**src/rtl/pipe_skid_stage_pkg.sv**
```systemverilog
`timescale 1ns/1ps
`default_nettype none
// +----------------------------------------------------------------------+
// | pipe_skid_stage_pkg: shared state encoding and bubble constants      |
// | Revision: 1.0                                                        |
// +----------------------------------------------------------------------+
package pipe_skid_stage_pkg;

  typedef enum logic [1:0] {
    ST_EMPTY = 2'd0,
    ST_ONE   = 2'd1,
    ST_FULL  = 2'd2
  } state_e;

  localparam logic [31:0] C_BUBBLE_NOP_RV32 = 32'h0000_0013;
  localparam logic [63:0] C_BUBBLE_ZERO64   = 64'h0;

  function automatic logic [1:0] occupancy_of(input state_e s);
    logic [1:0] occ;
    occ = 2'd0;
    case (s)
      ST_ONE:  occ = 2'd1;
      ST_FULL: occ = 2'd2;
      default: occ = 2'd0;
    endcase
    return occ;
  endfunction

endpackage
`default_nettype wire

```
**src/rtl/pipe_skid_stage_sat_counter.sv**
```systemverilog
`timescale 1ns/1ps
`default_nettype none
// +----------------------------------------------------------------------+
// | pipe_skid_stage_sat_counter: saturating event counter, no wrap       |
// | Revision: 1.0                                                        |
// +----------------------------------------------------------------------+
module pipe_skid_stage_sat_counter #(
  parameter int CNT_W = 16
) (
  input  logic             clk,
  input  logic             reset,
  input  logic             inc_i,
  output logic [CNT_W-1:0] value_o
);

  localparam logic [CNT_W-1:0] C_MAX = {CNT_W{1'b1}};
  localparam logic [CNT_W-1:0] C_ONE = {{(CNT_W-1){1'b0}}, 1'b1};

  logic [CNT_W-1:0] cnt_q;
  logic [CNT_W-1:0] cnt_d;

  always_comb begin
    cnt_d = cnt_q;
    if (inc_i && (cnt_q != C_MAX)) begin
      cnt_d = cnt_q + C_ONE;
    end
  end

  always_ff @(posedge clk or posedge reset) begin
    if (reset) begin
      cnt_q <= '0;
    end else begin
      cnt_q <= cnt_d;
    end
  end

  assign value_o = cnt_q;

endmodule
`default_nettype wire

```
**src/rtl/pipe_skid_stage.sv**
```systemverilog
`timescale 1ns/1ps
`default_nettype none
// +----------------------------------------------------------------------+
// | pipe_skid_stage: valid/ready stage with 2-entry skid and flush       |
// | Revision: 1.0                                                        |
// +----------------------------------------------------------------------+
module pipe_skid_stage
  import pipe_skid_stage_pkg::*;
#(
  parameter int          DW     = 64,
  parameter logic [DW-1:0] BUBBLE = {DW{1'b0}},
  parameter int          CNT_W  = 16
) (
  input  logic             clk,
  input  logic             reset,
  input  logic             flush,
  input  logic             in_valid,
  output logic             in_ready,
  input  logic [DW-1:0]    in_data,
  output logic             out_valid,
  input  logic             out_ready,
  output logic [DW-1:0]    out_data,
  output logic [1:0]       occupancy,
  output logic [CNT_W-1:0] stall_cnt
);

  state_e        state_q, state_d;
  logic [DW-1:0] main_q, main_d;
  logic [DW-1:0] skid_q, skid_d;
  logic          in_ready_q, in_ready_d;
  logic          in_fire, out_fire;

  assign out_valid = (state_q != ST_EMPTY);
  assign in_fire   = in_valid & in_ready_q;
  assign out_fire  = out_valid & out_ready;

  always_comb begin
    state_d = state_q;
    main_d  = main_q;
    skid_d  = skid_q;
    case (state_q)
      ST_EMPTY: begin
        if (in_fire) begin
          state_d = ST_ONE;
          main_d  = in_data;
        end
      end
      ST_ONE: begin
        if (in_fire && out_fire) begin
          main_d = in_data;
        end else if (in_fire) begin
          state_d = ST_FULL;
          skid_d  = in_data;
        end else if (out_fire) begin
          state_d = ST_EMPTY;
        end
      end
      ST_FULL: begin
        if (out_fire) begin
          state_d = ST_ONE;
          main_d  = skid_q;
        end
      end
      default: state_d = ST_EMPTY;
    endcase
    // Flush wins over everything; stale main/skid contents are masked by state.
    if (flush) begin
      state_d = ST_EMPTY;
    end
    in_ready_d = (state_d != ST_FULL);
  end

  always_ff @(posedge clk or posedge reset) begin
    if (reset) begin
      state_q    <= ST_EMPTY;
      main_q     <= BUBBLE;
      skid_q     <= BUBBLE;
      in_ready_q <= 1'b1;
    end else begin
      state_q    <= state_d;
      main_q     <= main_d;
      skid_q     <= skid_d;
      in_ready_q <= in_ready_d;
    end
  end

  assign in_ready  = in_ready_q;
  assign out_data  = out_valid ? main_q : BUBBLE;
  assign occupancy = occupancy_of(state_q);

  pipe_skid_stage_sat_counter #(
    .CNT_W (CNT_W)
  ) u_stall_cnt (
    .clk     (clk),
    .reset   (reset),
    .inc_i   (out_valid & ~out_ready),
    .value_o (stall_cnt)
  );

endmodule
`default_nettype wire

```
**config.mk**
```make
export PLATFORM = sky130hd
export DESIGN_NAME = pipe_skid_stage
export DESIGN_NICKNAME = d
export VERILOG_FILES = /design/src/rtl/pipe_skid_stage_pkg.sv /design/src/rtl/pipe_skid_stage_sat_counter.sv /design/src/rtl/pipe_skid_stage.sv
export SDC_FILE = /design/constraint.sdc
export NUM_CORES = 1
export LEC_CHECK = 0
export CORE_MARGIN = 5
export CORE_UTILIZATION = 59
export CTS_BUF_LIST = sky130_fd_sc_hd__clkbuf_4 sky130_fd_sc_hd__clkbuf_8
export CTS_CLUSTER_SIZE = 10
export DETAILED_ROUTE_END_ITERATION = 10
export DONT_BUFFER_PORTS = 1
export PLACE_DENSITY = 0.78
export SYNTH_ARGS = -nofsm -noshare
export SYNTH_HDL_FRONTEND = slang
export SYNTH_HIERARCHICAL = 1
export SYNTH_SLANG_ARGS = --single-unit
```
**constraint.sdc**
```tcl
create_clock -name clk -period 4.35 [get_ports clk]
set_input_delay 0.87 -clock clk [delete_from_list [all_inputs] [get_ports clk]]
set_output_delay 0.87 -clock clk [all_outputs]
set_load 0.005 [all_outputs]
```
==> results_dict.tcl <==
set metrics [dict create \
    timing.final.hold_violations 0 \
    yosysUniqueCellTypes 42 \
    num_antenna_cells 0 \
    stdcell_count 660 \
    htree_levels 4 \
    setup_viol 0 \
    use_met2 0.341 \
    tns_ps 0 \
    rows 39 \
    clkSinkCount 147 \
    drtPass1Iterations 4 \
    max_slew.worst_pin.slew_ps 1190 \
    grt_remaining_overflow 0 \
    syn_inst 517 \
    cts_setup_buffers 0 \
    worstSetupPathType "reg2out" \
    hold_path.class "in2async" \
    maxSlewHeadroom 0.202 \
    fmax_mhz 344 \
    start_kind "flip-flop" \
    post_drt_wl_per_cell_um 21.6 \
    period_needed_ps 2910 \
    place.port_buffers 0 \
    grt_max_degree 74 \
    multi_input_area_um2 2810 \
    regArea_um2 3680 \
    totalWireLength_um 14200 \
    cts_tree "yes" \
    ys_seq_area_frac 0.548 \
    via_count 4199 \
    gr-max-usage-layer "met2" \
    cts-resized-gates 0 \
    nNetsFinal 574 \
    n_fill_cell 852 \
    via_per_inst 6.36 \
    skew_ps 12.9 \
    grtUsageMet1 0.273 \
    crit_chain "or2_2 > buf_4 > and2_1" \
    ios 153 \
    drive_gt1_frac 0.224 \
    timing.hold.ws_ps 375 \
    stdcell_area_um2 7140 \
    grt_pass1_vias 4425 \
    synthToLayoutAreaGrowth_pct 6.35 \
    fp.dieArea_um2 13600 \
    arrival_ps 2040 \
    drc 0 \
    clock_latency_ps 450 \
    drtIter0Drc 422 \
    netlist_area_um2 6720 \
    leakagePower_nw 2.85 \
    yosys_warnings 6 \
    syn-num-nets 587 \
    maxCapViolCount 0 \
    final_cell_mix "146 x dfrtp_1, 66 x and2_1, 65 x o21a_1" \
    die_w_um 117 \
    crit_family "simple AND/OR/NAND/NOR gates" \
    cpMaxStageDelayCell "dfrtp_1" \
    min_period_over_period 0.668 \
    crit_buf_inv 1 \
    maxSlewViolCount 0 \
    antenna_found_initial 0 \
    final_common_cell "dfrtp_1" \
    place.gp.congestion 0.798 \
    die_h_um 117 \
    peakVddDrop_mv 0.309 \
    cts_buffers 17 \
    grt_pass1_wl_um 23100 \
    start_util 0.596 \
    dp.cells 628 \
    clockRootBuffer "clkbuf_8" \
    grt_setup_unrepaired "no" \
    grtUsageMet3 0.102 \
    ys_ff_latch 147 \
    cts_max_path_buffers 2 \
    worst_setup_path_end_kind "output port" \
    hold_buffers 0 \
    critPathMaxStageDelay_ps 460 \
    status "complete, no violations" \
    required_ps 3480 \
    antenna_left 0 \
    critPathMaxFanout 38 \
    syn_avg_cell_area_um2 13.0 \
    dp_hpwl_um 9140 \
    core_um2 11300 \
    powerDensity_nw_per_um2 476 \
    dpl_cell_area_um2 6760 \
    globalRouteTotalUtil 0.222 \
    clk_pin_slew_worst_paths_ps 70 \
]
synthesized netlist by cell type, drive strengths merged:
master	count	share of area
mux2	66	0.11
inv	4	0.0022
ha	1	0.0019
xnor2	11	0.014
nor2	5	0.0039
nor4	1	0.0032
a21oi	2	0.0015
nand4	7	0.0097
nand4b	1	0.0035
a211oi	1	0.0011
nor3	1	0.00074
or2	1	0.00093
dfstp	1	0.0039
nand2	8	0.0048
o21ai	1	0.0013
and2	66	0.061
a2111oi	1	0.0022
and3	5	0.0048
nor2b	2	0.0022
a21boi	1	0.0011
o32a	64	0.095
clkbuf	9	0.0050
nand3	7	0.0052
dfrtp	146	0.54
nand2b	1	0.00093
nand3b	2	0.0041
mux2i	1	0.0015
and4	4	0.0054
buf	31	0.029
a211o	1	0.0013
o21a	65	0.073
sequential cells by signal (all words and copies together), names as in the netlist:
signal and count:
in_ready 1, main_q 64, skid_q 64, state_q 2, u_stall_cnt/value_o 16
final timing paths:
kind                       slack, ps                                  to  cells past startpoint                    from
max                             1440                        out_data[27]                      3    state_q[1]$_DFF_PP0_
min                              370  u_stall_cnt/value_o[0]$_DFFE_PP0P_                      1                   reset
max reg2reg                     1990              main_q[57]$_DFFE_PP0P_                      4      in_ready$_DFF_PP1_
min reg2reg                      480              main_q[15]$_DFFE_PP0P_                      1  main_q[15]$_DFFE_PP0P_
max in group asynchronous       3170              skid_q[44]$_DFFE_PP0P_                      2                   reset
min in group clk                 480                state_q[0]$_DFF_PP0_                      1                   flush
metal layers:
metal / up-vias / share of wire / routed length (µm)
met5: - / 0 / 0
met4: 0 / 0.016 / 234
met3: 15 / 0.096 / 1370
met2: 134 / 0.49 / 6970
met1: 2154 / 0.40 / 5660
li1: 1896 / - / -
through the flow:
stage	power (mW)	setup slack, ps	util
after floorplan	2.28	1860	-
after global placement	2.37	1770	0.599
after detailed placement	2.41	1750	0.599
after CTS	3.44	1380	0.634
after global routing	3.59	1220	0.634
final	3.40	1440	0.634
where the power goes:
group	internal [mW]	total (mW)	switching, mW
registers	1.66	1.84	0.181
clock network	0.529	1.02	0.494
logic	0.305	0.535	0.230
logic make-up (layout without fill, tap and decap cells):
family | count (synthesis) | after routing | share of synthesized area
flops | 147 | 147 | 0.548
fa+ha+maj | 1 | 1 | 0.00186
xor+xnor | 11 | 11 | 0.0143
buf+inv | 44 | 44 | 0.0363
mux | 67 | 67 | 0.112
simple gates | 111 | 111 | 0.111
compound gates | 136 | 136 | 0.177
final cells by class:
cell class | instances | area share
inverters | 4 | 0.00263
clock buffers | 23 | 0.0434
multi-input cells | 326 | 0.393
flip-flops and latches | 147 | 0.515
well taps | 143 | 0.0250
repair buffers | 8 | 0.0102
clock inverters | 9 | 0.0109
Power figures use the tool's default switching activity.
